<file path="src/rtl/l2_victim_select.sv">
// Victim-way selection for an 8-set, 4-way L2: tracks per-line validity, consults an
// external pseudo-LRU array and holds off misses until an in-flight LRU update lands.
module l2_victim_select #(
  parameter int LRU_LAT = 2
) (
  input  logic       clk,
  input  logic       rst_n,
  input  logic       req_valid,
  output logic       req_ready,
  input  logic [2:0] req_index,
  input  logic       req_hit,
  input  logic [1:0] req_way,
  output logic       resp_valid,
  input  logic       resp_ready,
  output logic [1:0] resp_way,
  output logic       resp_fill,
  input  logic       inv_valid,
  input  logic [2:0] inv_index,
  input  logic [1:0] inv_way,
  output logic       lru_load,
  output logic [2:0] lru_index,
  output logic [1:0] lru_mru,
  input  logic [1:0] lru_in
);

  localparam int CW = (LRU_LAT < 1) ? 1 : $clog2(LRU_LAT + 1);

  typedef enum logic [1:0] {
    IDLE   = 2'd0,
    STALL  = 2'd1,
    SELECT = 2'd2,
    RESP   = 2'd3
  } state_t;

  state_t          state_r;
  state_t          state_s;
  logic [2:0]      cap_index_r;
  logic            cap_hit_r;
  logic [1:0]      cap_way_r;
  logic [3:0]      valid_r [8];
  logic [CW-1:0]   pend_cnt_r;
  logic [2:0]      pend_index_r;
  logic [1:0]      resp_way_r;
  logic            resp_fill_r;
  logic [3:0]      set_valid_s;
  logic [2:0]      inv_pick_s;
  logic [1:0]      victim_s;
  logic            fill_s;
  logic            stall_s;

  // Returns {found, way} for the lowest-numbered invalid way of a set.
  function automatic logic [2:0] lowest_invalid(input logic [3:0] v);
    logic [2:0] r;
    r = 3'b000;
    if (!v[0]) begin
      r = 3'b100;
    end else if (!v[1]) begin
      r = 3'b101;
    end else if (!v[2]) begin
      r = 3'b110;
    end else if (!v[3]) begin
      r = 3'b111;
    end else begin
      r = 3'b000;
    end
    return r;
  endfunction

  // Victim choice: hit way, else first hole in the set, else the array's LRU way.
  always_comb begin
    set_valid_s = valid_r[cap_index_r];
    inv_pick_s  = lowest_invalid(set_valid_s);
    victim_s    = lru_in;
    fill_s      = 1'b0;
    if (cap_hit_r) begin
      victim_s = cap_way_r;
      fill_s   = 1'b0;
    end else if (inv_pick_s[2]) begin
      victim_s = inv_pick_s[1:0];
      fill_s   = 1'b1;
    end else begin
      victim_s = lru_in;
      fill_s   = 1'b0;
    end
  end

  // A miss to the set whose LRU update is still in flight must wait for lru_in to settle.
  assign stall_s = !req_hit && (pend_cnt_r != {CW{1'b0}}) && (req_index == pend_index_r);

  // Next-state decode.
  always_comb begin
    state_s = state_r;
    case (state_r)
      IDLE: begin
        if (req_valid) begin
          if (stall_s) begin
            state_s = STALL;
          end else begin
            state_s = SELECT;
          end
        end else begin
          state_s = IDLE;
        end
      end
      STALL: begin
        if (pend_cnt_r == {CW{1'b0}}) begin
          state_s = SELECT;
        end else begin
          state_s = STALL;
        end
      end
      SELECT: state_s = RESP;
      RESP: begin
        if (resp_ready) begin
          state_s = IDLE;
        end else begin
          state_s = RESP;
        end
      end
      default: state_s = IDLE;
    endcase
  end

  // State register and request capture.
  always_ff @(posedge clk or negedge rst_n) begin
    if (!rst_n) begin
      state_r     <= IDLE;
      cap_index_r <= 3'd0;
      cap_hit_r   <= 1'b0;
      cap_way_r   <= 2'd0;
    end else begin
      state_r <= state_s;
      if (state_r == IDLE && req_valid) begin
        cap_index_r <= req_index;
        cap_hit_r   <= req_hit;
        cap_way_r   <= req_way;
      end
    end
  end

  // Line validity; the SELECT set is written last so it wins over a same-cycle invalidate.
  always_ff @(posedge clk or negedge rst_n) begin
    if (!rst_n) begin
      for (int i = 0; i < 8; i++) begin
        valid_r[i] <= 4'b0000;
      end
    end else begin
      if (inv_valid) begin
        valid_r[inv_index][inv_way] <= 1'b0;
      end
      if (state_r == SELECT) begin
        valid_r[cap_index_r][victim_s] <= 1'b1;
      end
    end
  end

  // Pending-update countdown and registered response.
  always_ff @(posedge clk or negedge rst_n) begin
    if (!rst_n) begin
      pend_cnt_r   <= {CW{1'b0}};
      pend_index_r <= 3'd0;
      resp_way_r   <= 2'd0;
      resp_fill_r  <= 1'b0;
    end else begin
      if (state_r == SELECT) begin
        pend_cnt_r   <= CW'(LRU_LAT);
        pend_index_r <= cap_index_r;
        resp_way_r   <= victim_s;
        resp_fill_r  <= fill_s;
      end else if (pend_cnt_r != {CW{1'b0}}) begin
        pend_cnt_r <= pend_cnt_r - CW'(1);
      end
    end
  end

  assign req_ready  = (state_r == IDLE);
  assign resp_valid = (state_r == RESP);
  assign resp_way   = resp_way_r;
  assign resp_fill  = resp_fill_r;
  assign lru_load   = (state_r == SELECT);
  assign lru_mru    = (state_r == SELECT) ? victim_s : 2'b00;
  assign lru_index  = (state_r == IDLE) ? req_index : cap_index_r;

endmodule

</file>
<file path="config.mk">
export PLATFORM = sky130hd
export DESIGN_NAME = l2_victim_select
export DESIGN_NICKNAME = d
export VERILOG_FILES = /design/src/rtl/l2_victim_select.sv
export SDC_FILE = /design/constraint.sdc
export NUM_CORES = 1
export LEC_CHECK = 0
export ABC_CLOCK_PERIOD_IN_PS = 3100
export CAP_MARGIN = 10
export CORE_ASPECT_RATIO = 2
export CORE_MARGIN = 3
export CORE_UTILIZATION = 55
export CTS_CLUSTER_DIAMETER = 40
export DETAILED_ROUTE_END_ITERATION = 16
export PLACE_DENSITY = 0.76
export SLEW_MARGIN = 20
export SYNTH_ARGS = -nofsm -noshare
export SYNTH_HDL_FRONTEND = slang
export SYNTH_SLANG_ARGS = --single-unit
export TNS_END_PERCENT = 1
</file>
<file path="constraint.sdc">
create_clock -name clk -period 3.1 [get_ports clk]
set_input_delay 0.775 -clock clk [delete_from_list [all_inputs] [get_ports clk]]
set_output_delay 0.775 -clock clk [all_outputs]
set_load 0.02 [all_outputs]
</file>
==> Word level (Yosys, flattened, before mapping) <==
Index checks and enable logic that the tools add are counted.
{ "word_totals": {"reg_bits": 48, "input_bits": 18, "output_inout_bits": 11, "word_cells": 76} }
{ "op_classes": {"add_sub_neg": 1, "magnitude_cmp": 8, "eq_ne": 4, "mux": 30, "n_bitwise": 5, "reduce_logical": 12} }
{ "ops": {"columns": ["op", "n"], "rows": [
  ["two-way mux 32 bit", 2],
  ["bitwise AND 32 bit", 1],
  ["NOT 32 bit", 1],
  ["bitwise OR 32 bit", 1],
  ["demux 4 bit (select 3 bit)", 2],
  ["two-way mux 2 bit", 9],
  ["two-way mux 4 bit", 4],
  ["two-way mux 3 bit", 5],
  ["binary-select mux 4 bit (select 3 bit)", 1],
  ["greater-or-equal comparator 4 bit (second input constant)", 2],
  ["less-than comparator 4 x 1 -> 1 bit (second input constant)", 2],
  ["NOT 3 -> 4 bit", 2],
  ["one-hot mux 2 bit (4 select lines)", 1],
  ["logical AND 1 bit", 7],
  ["less-than comparator 2 x 3 -> 1 bit (second input constant)", 2],
  ["demux 1 bit (select 2 bit)", 2],
  ["equality test 2 bit (second input constant)", 2],
  ["greater-or-equal comparator 2 x 1 -> 1 bit (second input constant)", 2],
  ["logical NOT 2 bit", 2],
  ["two-way mux 1 bit", 4],
  ["nonzero test 2 bit", 2],
  ["equality test 3 bit", 1],
  ["equality test 2 x 1 -> 1 bit (second input constant)", 1],
  ["subtractor 2 x 1 -> 2 bit (second input constant)", 1],
  ["logical NOT 1 bit", 1]
]} }

==> Logic depth before layout (Yosys ltp) <==
{ "depth": {"word_depth": 18, "depth_mapped": 9, "mapped_depth_nobuf": 5} }

==> Least setup slack after synthesis <==
Ideal clock, no wire load.
{ "synth_timing": {"path_type": "register to output", "start": "register cap_index_r[0]", "end": "output lru_mru[0]", "t_arrival_ns": 2.067, "required_time_ns": 2.325, "path_slack_ns": 0.258, "stages_incl_launch_ff": 10, "path_buffers": 4, "path_cell_list": "dfrtp_1 buf_6 buf_12 mux2i_1 a22o_1 or3_4 a22o_1 buf_6 buf_6 nor2_1"} }
{ "synth_between": {"elab_chain_len": 11} }
{ "synth_lines": {"columns": ["element", "line", "source"], "rows": [
  ["from (decl)", "37", "logic [2:0] cap_index_r;"],
  ["from (signal assigned)", "134", "cap_index_r <= req_index;"],
  ["NOT 3 -> 4 bit (not written as such) *", "71", "set_valid_s = valid_r[cap_index_r];"],
  ["binary-select mux 4 bit (select 3 bit) *", "71", null],
  ["two-way mux 4 bit (not written as such) * (2 in series)", "71", null],
  ["two-way mux 3 bit", "61", "end else if (!v[3]) begin"],
  ["two-way mux 3 bit", "59", "end else if (!v[2]) begin"],
  ["two-way mux 3 bit", "57", "end else if (!v[1]) begin"],
  ["two-way mux 3 bit *", "55", "if (!v[0]) begin"],
  ["two-way mux 2 bit *", "78", "end else if (inv_pick_s[2]) begin"],
  ["two-way mux 2 bit *", "75", "if (cap_hit_r) begin"],
  ["two-way mux 2 bit *", "181", "assign lru_mru = (state_r == SELECT) ? victim_s : 2'b00;"],
  ["to (decl)", "22", "output logic [1:0] lru_mru,"]
]} }
Every way passes the cells marked *; elsewhere a longest branch is shown, timed or not. The select of a mux whose other input is x is not followed.

==> Worst setup path after layout <==
{ "layout_timing": {"start": "register cap_index_r[1]", "end": "output lru_mru[0]"} }
Same word-level chain as after synthesis.

==> flow_summary.ini <==
[run_status]
status = finished clean

[critical_path]
r2r_start = cap_index_r[1]$_DFFE_PN0P_
worst-r2r-setup-slack_ns = 0.60
required_ns = 2.32
critPathLaunchType = register
worstPathMaxFanout = 5
crit_family = compound AO/OA/AOI/OAI gates
crit_cells = 7
crit_chain = buf_4 -> nor2b_1 -> a22o_1 -> or3_4 -> a22o_1 -> nor2_1 -> buf_2
rr_worst_depth = 7
path_buf_inv = 2
arrival_ns = 2.24
slowest_stage = dfrtp_1
end_kind = output port
cpPeakStageDelay_ns = 0.44
rr_endpoint = valid_r[2]$_DFF_PN0_
crit_type = reg2out
crit_top_cell = a22o_1

[power]
p_leak_nw = 1.30
ir_worst_vdd_mv = 0.602
power_mw = 3.64
power_density_nw_per_um2 = 1170

[sta]
skew_ns = 0.00487
maxSlewViolCount = 0
setup_viol = 0
tightest_slew_ns = 0.717
grt_setup_unrepaired = false
max_slew_margin = 0.522
hold_violations = 0
period_needed_ns = 3.02
period_share = 0.973
clock.fmax_mhz = 331
setup-tns-final_ns = 0

[synth]
ys_ff_latch = 48
yosys.area_share.simple = 0.126
ys.flop_type = dfrtp_1
synth-adder-area-share = 0.00484
synth_nets = 256
synth_compound_area_frac = 0.207
synth_top_family_by_area = compound AO/OA/AOI/OAI gates
async_flop_share = 1.00
synth_edf_count = 0
ys_seq_area_frac = 0.465
synthMuxAreaShare = 0.142
syn_inst = 237
netlist_area_um2 = 2580
synth.avg_cell_area_um2 = 10.9
yosys_warnings = 0
ys_types = 43
synth_xor_area_frac = 0.0136

[global_routing]
grt_pass1_wl_mm = 10.4
grt_start_max_net_pins = 49
grt_pass1_vias = 2114
grt_usage = 0.266
overflow = 0
antenna_found_initial = 0

[cells_and_area]
syn_to_final_growth_pct = 20.0
fin_area_um2 = 3100
final_nets = 296
final_util = 0.700
num_antenna_cells = 0
drive_above_1_share = 0.199

[drt]
drc_errors = 0
vias = 2111
drtIter0Drc = 97
wl_per_cell_um = 20.2
finalWirelength_mm = 6.69
via_per_inst = 6.38
ant_nets = 0
drtPass1Iterations = 5

[floorplanning]
fp.dieArea_um2 = 5600
die_h_um = 103
num_rows = 34
die_w_um = 54.5
io_pins = 29
core_um2 = 4420
start_util = 0.584

[hold_path]
hp-class = in2async

[clock_network]
clock_path_buffers = 2
clock_latency_ns = 0.30
clk_pin_slew_worst_paths_ns = 0.08
numClockSinks = 48
root_buffer = clkbuf_8
cts_tree = yes
post_cts_buffers = 0
htree_levels = 2
numCtsBuffers = 5

[job]
cap_violations = 0

[placement]
port_buffers = 28
placed_area_um2 = 2960
dp_hpwl_mm = 5.13
routabilityCongestion = 0.846
cells in the final DEF (no fill, tap or decap), types with 2 or more instances in the layout:
cell type        count
and2_1               3
mux4_1               4
nor2b_1              3
or3b_2               3
o31ai_1             31
buf_2                2
dfrtp_1             47
bufinv_16            2
nor2_1               9
a22o_1               2
o21ai_0             35
a21oi_1              4
nand2b_1             2
inv_1                5
mux4_2               2
xnor2_1              2
clkbuf_8             5
nand3b_1             5
buf_4               17
clkdlybuf4s50_1     25
o31ai_2              2
mux2i_1              4
xor2_1               2
nand3_1              5
nand2_1             24
mux2_2              13
worst max-delay path by stage:
stage | startpoint | to | slack, ns
finish | cap_index_r[1]$_DFFE_PN0P_ | lru_mru[0] | 0.08
global route | cap_index_r[1]$_DFFE_PN0P_ | lru_mru[1] | 0.02
CTS | cap_index_r[1]$_DFFE_PN0P_ | lru_mru[0] | 0.06
detailed placement | cap_index_r[0]$_DFFE_PN0P_ | lru_mru[1] | -0.24
global placement | cap_index_r[0]$_DFFE_PN0P_ | lru_mru[1] | -0.21
floorplan | cap_index_r[0]$_DFFE_PN0P_ | lru_mru[0] | 0.26
worst reg2reg max path: stages, from the launching register on:
cell     delay [ns]
dfrtp_1        0.44
buf_4          0.18
nor2b_1        0.13
a22o_1         0.30
or3_4          0.35
buf_4          0.16
a22oi_1        0.59
o31ai_1        0.21
report_power, final:
| part | switching, mW | leakage, nW | internal [mW] |
|---|---|---|---|
| Combinational | 1.10 | 0.631 | 0.900 |
| Sequential | 0.220 | 0.600 | 0.909 |
| Clock | 0.197 | 0.0642 | 0.317 |
kinds of logic (layout without fill, tap and decap cells):
kind of cell    Yosys count  count (layout)
buf+inv                  16              56
compound gates           81              81
simple gates             63              63
xor+xnor                  4               4
fa+ha+maj                 1               1
mux                      24              24
flops                    48              48
layer usage:
metal | GRT usage | share of wire | vias up
li1 | - | - | 970
met1 | 0.258 | 0.33 | 1007
met2 | 0.479 | 0.58 | 101
met3 | 0.0318 | 0.041 | 33
met4 | 0.200 | 0.055 | 0
met5 | 0 | 0 | -
registers in the layout, indices dropped and copies added (netlist names):
register      count
valid_r          32
state_r           2
pend_index_r      3
resp_way          2
cap_index_r       3
resp_fill         1
cap_hit_r         1
pend_cnt_r        2
cap_way_r         2
synthesized netlist by cell type (2+ instances only):
library cell / count / area share
inv_1: 5 / 0.0073
xor2_1: 2 / 0.0068
xnor2_1: 2 / 0.0068
o21ai_0: 35 / 0.068
mux2i_1: 4 / 0.016
nand3b_1: 5 / 0.015
dfrtp_1: 48 / 0.47
buf_2: 3 / 0.0058
clkbuf_1: 2 / 0.0029
a22o_1: 2 / 0.0068
and2_1: 3 / 0.0073
mux4_1: 6 / 0.061
o31ai_2: 2 / 0.0097
o31ai_1: 31 / 0.090
nor2_1: 9 / 0.013
o22ai_1: 2 / 0.0048
a21oi_1: 4 / 0.0078
nor2b_1: 3 / 0.0073
or3b_2: 3 / 0.010
nand3_1: 5 / 0.0097
buf_6: 3 / 0.013
nand2b_1: 2 / 0.0048
mux2_2: 13 / 0.057
nand2_1: 24 / 0.035
final cells by class:
type	count	area, um^2
clock buffer	5	68.8
clock inverter	2	60.1
fill	352	1330
inverter	5	18.8
multi-input combinational	173	1290
sequential	48	1200
tap	54	67.6
timing repair buffer	44	388
timing repair:
item,in CTS,in global routing
hold buffers,0,0
resized for setup,14,0
setup endpoints to repair,2,0
through the flow:
step	instances	worst slack (ns)	hold slack, ns
floorplan	237	0.258	0.463
global placement	324	-0.206	0.459
detailed placement	324	-0.239	0.469
CTS	331	0.0623	0.488
global route	331	0.0209	0.513
finish	331	0.0824	0.472
No activity file was read; power rests on OpenSTA's default activity.
